**config.mk**
```make
export PLATFORM = sky130hd
export DESIGN_NAME = bram_stream_reader_flat
export DESIGN_NICKNAME = d
export VERILOG_FILES = /design/src/rtl/bram_stream_reader_if.sv /design/src/rtl/bram_stream_reader.sv /design/src/flat_wrapper.sv
export SDC_FILE = /design/constraint.sdc
export NUM_CORES = 1
export LEC_CHECK = 0
export BUFFER_PORTS_ARGS = -buffer_cell sky130_fd_sc_hd__buf_2
export CORE_UTILIZATION = 50
export CTS_CLUSTER_DIAMETER = 120
export CTS_CLUSTER_SIZE = 10
export DETAILED_ROUTE_END_ITERATION = 8
export GPL_TIMING_DRIVEN = 1
export PLACE_DENSITY = 0.81
export SLEW_MARGIN = 10
export SYNTH_ARGS = -nofsm -noshare
export SYNTH_HDL_FRONTEND = slang
export SYNTH_SLANG_ARGS = --single-unit
```
**constraint.sdc**
```tcl
create_clock -name clk -period 18.4 [get_ports clk]
set_input_delay 3.68 -clock clk [delete_from_list [all_inputs] [get_ports clk]]
set_output_delay 3.68 -clock clk [all_outputs]
set_load 0.05 [all_outputs]
```
**src/rtl/bram_stream_reader_if.sv**
```systemverilog
// Bus bundle for bram_stream_reader: request/status, BRAM port A and the output stream.
interface bram_stream_reader_if #(
  parameter int dataWidth    = 32,
  parameter int addressWidth = 8
);
  logic                    start;
  logic [addressWidth-1:0] base_addr;
  logic [addressWidth:0]   length;
  logic                    busy;
  logic                    done;
  logic                    enableA;
  logic                    writenableA;
  logic [addressWidth-1:0] addressA;
  logic [dataWidth-1:0]    dataoutA;
  logic [dataWidth-1:0]    m_data;
  logic                    m_valid;
  logic                    m_ready;
  logic                    m_last;

  // Reader side: drives BRAM requests and the stream.
  modport master (
    input  start, base_addr, length, dataoutA, m_ready,
    output busy, done, enableA, writenableA, addressA, m_data, m_valid, m_last
  );

  // Environment side: requester, BRAM and stream consumer.
  modport slave (
    output start, base_addr, length, dataoutA, m_ready,
    input  busy, done, enableA, writenableA, addressA, m_data, m_valid, m_last
  );
endinterface

```
**src/rtl/bram_stream_reader.sv**
```systemverilog
// Streams a run of consecutive BRAM words onto a valid/ready stream.
// Reads are credit-limited so that every word in flight through the
// 2-cycle BRAM latency always has a free slot in the output FIFO.
module bram_stream_reader #(
  parameter int dataWidth   = 32,
  parameter int memblocksize = 7424,
  parameter int FIFO_DEPTH  = 4
) (
  input logic clk,
  input logic rst,
  bram_stream_reader_if.master bus
);
  localparam int AW = $clog2(memblocksize / dataWidth);
  localparam int DW = dataWidth;
  localparam int PW = $clog2(FIFO_DEPTH);
  localparam logic [PW-1:0] PTR_ONE = PW'(1);
  localparam logic [PW+1:0] DEPTH_W = (PW+2)'(FIFO_DEPTH);

  typedef enum logic [1:0] {IDLE = 2'd0, READ = 2'd1, DRAIN = 2'd2} state_t;

  state_t         state;
  logic [AW-1:0]  base_r;
  logic [AW:0]    len_r;
  logic [AW:0]    issued;
  logic           busy_r;
  logic           done_r;
  logic           enable_r;
  logic           en_last_r;
  logic [AW-1:0]  address_r;

  // Tag pipe: index 0 is one cycle after issue, index 1 is when data arrives.
  logic [1:0]     pipe_valid;
  logic [1:0]     pipe_last;

  logic [DW-1:0]  fifo_data [FIFO_DEPTH];
  logic [FIFO_DEPTH-1:0] fifo_last;
  logic [PW-1:0]  wr_ptr;
  logic [PW-1:0]  rd_ptr;
  logic [PW:0]    count;
  logic           valid_r;

  logic           push;
  logic           pop;
  logic [PW:0]    count_next;
  logic [PW+1:0]  outstanding_next;
  logic           credits_ok;
  logic           final_issue;
  logic [AW-1:0]  next_addr;

  // Occupancy bookkeeping and the credit check for the read issued next cycle.
  always_comb begin
    push             = pipe_valid[1];
    pop              = valid_r & bus.m_ready;
    count_next       = count + {{PW{1'b0}}, push} - {{PW{1'b0}}, pop};
    // Everything that will hold a slot next cycle: this cycle's issue,
    // the tag one stage behind it, and the FIFO after this cycle's push/pop.
    outstanding_next = {{(PW+1){1'b0}}, enable_r} + {{(PW+1){1'b0}}, pipe_valid[0]}
                     + {1'b0, count_next};
    credits_ok       = (outstanding_next < DEPTH_W);
    final_issue      = ((issued + {{AW{1'b0}}, 1'b1}) == len_r);
    next_addr        = base_r + issued[AW-1:0];
  end

  // Control FSM: latches the request, issues credit-limited reads, signals completion.
  always_ff @(posedge clk or posedge rst) begin
    if (rst) begin
      state     <= IDLE;
      base_r    <= '0;
      len_r     <= '0;
      issued    <= '0;
      busy_r    <= 1'b0;
      done_r    <= 1'b0;
      enable_r  <= 1'b0;
      en_last_r <= 1'b0;
      address_r <= '0;
    end else begin
      done_r    <= 1'b0;
      enable_r  <= 1'b0;
      en_last_r <= 1'b0;
      case (state)
        IDLE: begin
          if (bus.start) begin
            base_r <= bus.base_addr;
            len_r  <= bus.length;
            if (bus.length == '0) begin
              done_r <= 1'b1;
              busy_r <= 1'b0;
              issued <= '0;
            end else begin
              // Pipeline and FIFO are empty in IDLE, so the first read goes out at once.
              busy_r    <= 1'b1;
              enable_r  <= 1'b1;
              address_r <= bus.base_addr;
              en_last_r <= (bus.length == {{AW{1'b0}}, 1'b1});
              issued    <= {{AW{1'b0}}, 1'b1};
              state     <= (bus.length == {{AW{1'b0}}, 1'b1}) ? DRAIN : READ;
            end
          end else begin
            busy_r <= 1'b0;
          end
        end
        READ: begin
          if (credits_ok) begin
            enable_r  <= 1'b1;
            address_r <= next_addr;
            en_last_r <= final_issue;
            issued    <= issued + {{AW{1'b0}}, 1'b1};
            if (final_issue) begin
              state <= DRAIN;
            end else begin
              state <= READ;
            end
          end else begin
            state <= READ;
          end
        end
        DRAIN: begin
          if (pop && fifo_last[rd_ptr]) begin
            done_r <= 1'b1;
            state  <= IDLE;
          end else begin
            state <= DRAIN;
          end
        end
        default: begin
          state <= IDLE;
        end
      endcase
    end
  end

  // Tag pipe tracking the BRAM read latency.
  always_ff @(posedge clk or posedge rst) begin
    if (rst) begin
      pipe_valid <= 2'b00;
      pipe_last  <= 2'b00;
    end else begin
      pipe_valid <= {pipe_valid[0], enable_r};
      pipe_last  <= {pipe_last[0], en_last_r};
    end
  end

  // Output FIFO: captures returning words and pops on stream handshake.
  always_ff @(posedge clk or posedge rst) begin
    if (rst) begin
      for (int i = 0; i < FIFO_DEPTH; i++) begin
        fifo_data[i] <= '0;
      end
      fifo_last <= '0;
      wr_ptr    <= '0;
      rd_ptr    <= '0;
      count     <= '0;
      valid_r   <= 1'b0;
    end else begin
      if (push) begin
        fifo_data[wr_ptr] <= bus.dataoutA;
        fifo_last[wr_ptr] <= pipe_last[1];
        wr_ptr            <= wr_ptr + PTR_ONE;
      end else begin
        wr_ptr <= wr_ptr;
      end
      if (pop) begin
        rd_ptr <= rd_ptr + PTR_ONE;
      end else begin
        rd_ptr <= rd_ptr;
      end
      count   <= count_next;
      valid_r <= (count_next != '0);
    end
  end

  assign bus.busy        = busy_r;
  assign bus.done        = done_r;
  assign bus.enableA     = enable_r;
  assign bus.writenableA = 1'b0;
  assign bus.addressA    = address_r;
  assign bus.m_data      = fifo_data[rd_ptr];
  assign bus.m_valid     = valid_r;
  assign bus.m_last      = fifo_last[rd_ptr] & valid_r;
endmodule

```
**src/flat_wrapper.sv**
```systemverilog
// flat-port wrapper written by rule: the top's interface ports become plain ports
module bram_stream_reader_flat 
#(
  parameter int dataWidth   = 32,
  parameter int memblocksize = 7424,
  parameter int FIFO_DEPTH  = 4
)
  (clk, rst, bus_start, bus_base_addr, bus_length, bus_dataoutA, bus_m_ready, bus_busy, bus_done, bus_enableA, bus_writenableA, bus_addressA, bus_m_data, bus_m_valid, bus_m_last);
  bram_stream_reader_if #(.dataWidth(dataWidth), .addressWidth(8)) bus_i ();
  input logic clk;
  input logic rst;
  input wire logic [$bits(bus_i.start)-1:0] bus_start;
  input wire logic [$bits(bus_i.base_addr)-1:0] bus_base_addr;
  input wire logic [$bits(bus_i.length)-1:0] bus_length;
  input wire logic [$bits(bus_i.dataoutA)-1:0] bus_dataoutA;
  input wire logic [$bits(bus_i.m_ready)-1:0] bus_m_ready;
  output wire logic [$bits(bus_i.busy)-1:0] bus_busy;
  output wire logic [$bits(bus_i.done)-1:0] bus_done;
  output wire logic [$bits(bus_i.enableA)-1:0] bus_enableA;
  output wire logic [$bits(bus_i.writenableA)-1:0] bus_writenableA;
  output wire logic [$bits(bus_i.addressA)-1:0] bus_addressA;
  output wire logic [$bits(bus_i.m_data)-1:0] bus_m_data;
  output wire logic [$bits(bus_i.m_valid)-1:0] bus_m_valid;
  output wire logic [$bits(bus_i.m_last)-1:0] bus_m_last;
  assign bus_i.start = bus_start;
  assign bus_i.base_addr = bus_base_addr;
  assign bus_i.length = bus_length;
  assign bus_i.dataoutA = bus_dataoutA;
  assign bus_i.m_ready = bus_m_ready;
  assign bus_busy = bus_i.busy;
  assign bus_done = bus_i.done;
  assign bus_enableA = bus_i.enableA;
  assign bus_writenableA = bus_i.writenableA;
  assign bus_addressA = bus_i.addressA;
  assign bus_m_data = bus_i.m_data;
  assign bus_m_valid = bus_i.m_valid;
  assign bus_m_last = bus_i.m_last;
  bram_stream_reader #(.dataWidth(dataWidth), .memblocksize(memblocksize), .FIFO_DEPTH(FIFO_DEPTH)) u_core (.clk(clk), .rst(rst), .bus(bus_i));
endmodule
```
==> flow_metrics.tcl <==
set metrics [dict create \
    ios 99 \
    synth_fp_nets 702 \
    vias_per_cell 5.640 \
    antenna_cells 0 \
    clockBufferDepth 2 \
    cts.htree.levels 4 \
    cts_sinks 184 \
    drc 0 \
    tritoncts "built" \
    synth_edf_count 0 \
    drt_iter0_markers 272 \
    ys_types 54 \
    fin_ws_ns 12.01 \
    fin_skew_ns 0.009805 \
    synth-seq-area-share 0.5423 \
    antenna_found_initial 0 \
    fin_area_mm2 0.009713 \
    antenna_left 0 \
    cts_resized 0 \
    reg2reg_slack_ns 14.94 \
    cp.required_ns 18.68 \
    status "complete, no violations" \
    portBuffers 97 \
    clock_latency_ns 0.42 \
    die_w_um 132.3 \
    dp_slack_ns 11.58 \
    critical_path_class "input port to register" \
    num_vias 5347 \
    areaGrowthSynthToFinish_pct 14.40 \
    place.detailed.hpwl_um 11990 \
    nets 786 \
    path_clk_slew_ns 0.07 \
    startpoint_type "input port" \
    worstPathMaxFanout 19 \
    ys_warn_count 0 \
    synth_ff_type "dfrtp_1" \
    hold_path_class "register to register" \
    fp.dieH_um 132.3 \
    tns_ns 0 \
    maxSlewViolCount 0 \
    syn_area_mm2 0.008491 \
    grt_max_degree 74 \
    dpl_cell_area_mm2 0.009121 \
    fin_crit_sh 0.3472 \
    crit_path_end_kind "register" \
    grt_pass1_vias 5799 \
    fmax_mhz 156.5 \
    core_area_mm2 0.01658 \
    n_fill_cell 1318 \
    arrival_ns 6.67 \
    max_cap_viol_count 0 \
    cts_buffers 17 \
    ctsHoldBuffers 0 \
    finalHoldViolCount 0 \
    wl_um 18080 \
    min_period_ns 6.389 \
    final_common_cell "dfrtp_1" \
    place_congestion 0.8735 \
    drive_above_1_share 0.4231 \
    fin_util 0.5857 \
    die-area_mm2 0.01751 \
    rsz0062_at_grt "no" \
    final_cell_mix "182 x dfrtp_1, 132 x mux2_2, 97 x buf_2, 67 x nand2_1, 33 x mux4_2" \
    syn_avg_cell_area_um2 13.46 \
    synthCells 631 \
    finalSetupViolations 0 \
    worst_slew_pin_slew_ns 0.9598 \
    synth-seq-cells 184 \
    grt_pass1_wl_um 30060 \
    dr.pass1.iters 4 \
    wl_per_cell_um 19.07 \
    grt_usage 0.2218 \
    rows 47 \
    slew_headroom 0.3579 \
    async_flop_share 1.000 \
    gr-total-overflow 0 \
    post_cts_buffers 0 \
    ctsRootBufferMaster "clkbuf_16" \
    start_util 0.5120 \
]
[registers in the layout, indices dropped and copies added (netlist names)]
register             cells
u_core.pipe_valid        2
u_core.bus.done          1
u_core.base_r            8
u_core.pipe_last         2
u_core.rd_ptr            2
u_core.en_last_r         1
u_core.fifo_data       128
u_core.bus.enableA       1
u_core.len_r             9
u_core.bus.busy          1
u_core.bus.m_valid       1
u_core.wr_ptr            2
u_core.issued            9
u_core.count             3
u_core.fifo_last         4
u_core.bus.addressA      8
u_core.state             2
[synth_stat cells, types with 5 or more instances]
| cell type | number | share of area |
|---|---|---|
| dfrtp_1 | 184 | 0.54 |
| mux2_2 | 132 | 0.18 |
| nand2_1 | 71 | 0.031 |
| mux4_2 | 33 | 0.088 |
| o21ai_0 | 24 | 0.014 |
| ha_1 | 16 | 0.024 |
| nor2_1 | 16 | 0.0071 |
| inv_1 | 15 | 0.0066 |
| buf_1 | 14 | 0.0062 |
| a21oi_1 | 13 | 0.0077 |
| clkbuf_1 | 11 | 0.0049 |
| xnor2_1 | 10 | 0.010 |
| nand3_1 | 7 | 0.0041 |
| xor2_1 | 7 | 0.0072 |
| and2_1 | 5 | 0.0037 |
| nor3_1 | 5 | 0.0029 |
[critical path, stage by stage]
cell     delay (ns)
buf_2          0.11
and2_1         0.20
ha_1           0.29
inv_1          0.04
ha_1           0.18
fa_1           0.48
ha_1           0.31
a311o_1        0.28
or2_1          0.46
o21ai_4        0.30
mux2i_1        0.23
o21ai_0        0.09
[cells by family after synthesis]
kind of cell | count (synthesis) | share of synthesized area
xor gates and xnor gates | 18 | 0.02019
AOI/OAI and AO/OA | 67 | 0.05099
buffers and inverters | 50 | 0.02667
other | 1 | 0.0004417
and+or+nand+nor | 127 | 0.06735
adders and majority gates | 18 | 0.02829
muxes | 166 | 0.2638
DFF | 184 | 0.5423
[layer usage]
layer / share of wire / GRT usage / up-vias
li1: - / - / 2421
met1: 0.40 / 0.2798 / 2768
met2: 0.54 / 0.3874 / 134
met3: 0.043 / 0.04152 / 24
met4: 0.013 / 0.07088 / 0
met5: 0 / 0 / -
[metrics by stage]
stage,hold slack (ns),instances
floorplan,0.3312,631
global placement,0.3334,916
detailed placement,0.3413,916
CTS,0.3558,948
global route,0.3668,948
finish,0.3536,948
[area by class of cell]
| type | instances | area [um2] | area share |
|---|---|---|---|
| multi-input combinational | 397 | 3670 | 0.3778 |
| tap | 220 | 275.3 | 0.02834 |
| timing repair buffer | 100 | 508.0 | 0.05230 |
| inverter | 15 | 61.31 | 0.006312 |
| clock buffer | 22 | 474.2 | 0.04882 |
| clock inverter | 10 | 117.6 | 0.01211 |
| sequential | 184 | 4607 | 0.4743 |
[path summary, 6_finish.rpt]
path,endpoint,cells after the start,start
max,u_core.bus.addressA[7]$_DFFE_PP0P_,12,bus_m_ready
min,u_core.pipe_last[0]$_DFF_PP0_,0,u_core.en_last_r$_DFF_PP0_
max reg2reg,u_core.bus.addressA[7]$_DFFE_PP0P_,11,u_core.pipe_valid[1]$_DFF_PP0_
min reg2reg,u_core.pipe_last[0]$_DFF_PP0_,0,u_core.en_last_r$_DFF_PP0_
max in group asynchronous,u_core.rd_ptr[1]$_DFFE_PP0P_,4,rst
min in group asynchronous,u_core.fifo_data[58]$_DFFE_PP0P_,2,rst
Power is not shown: default switching activity piles up to over one toggle a cycle in this logic, so the estimate is an artifact.
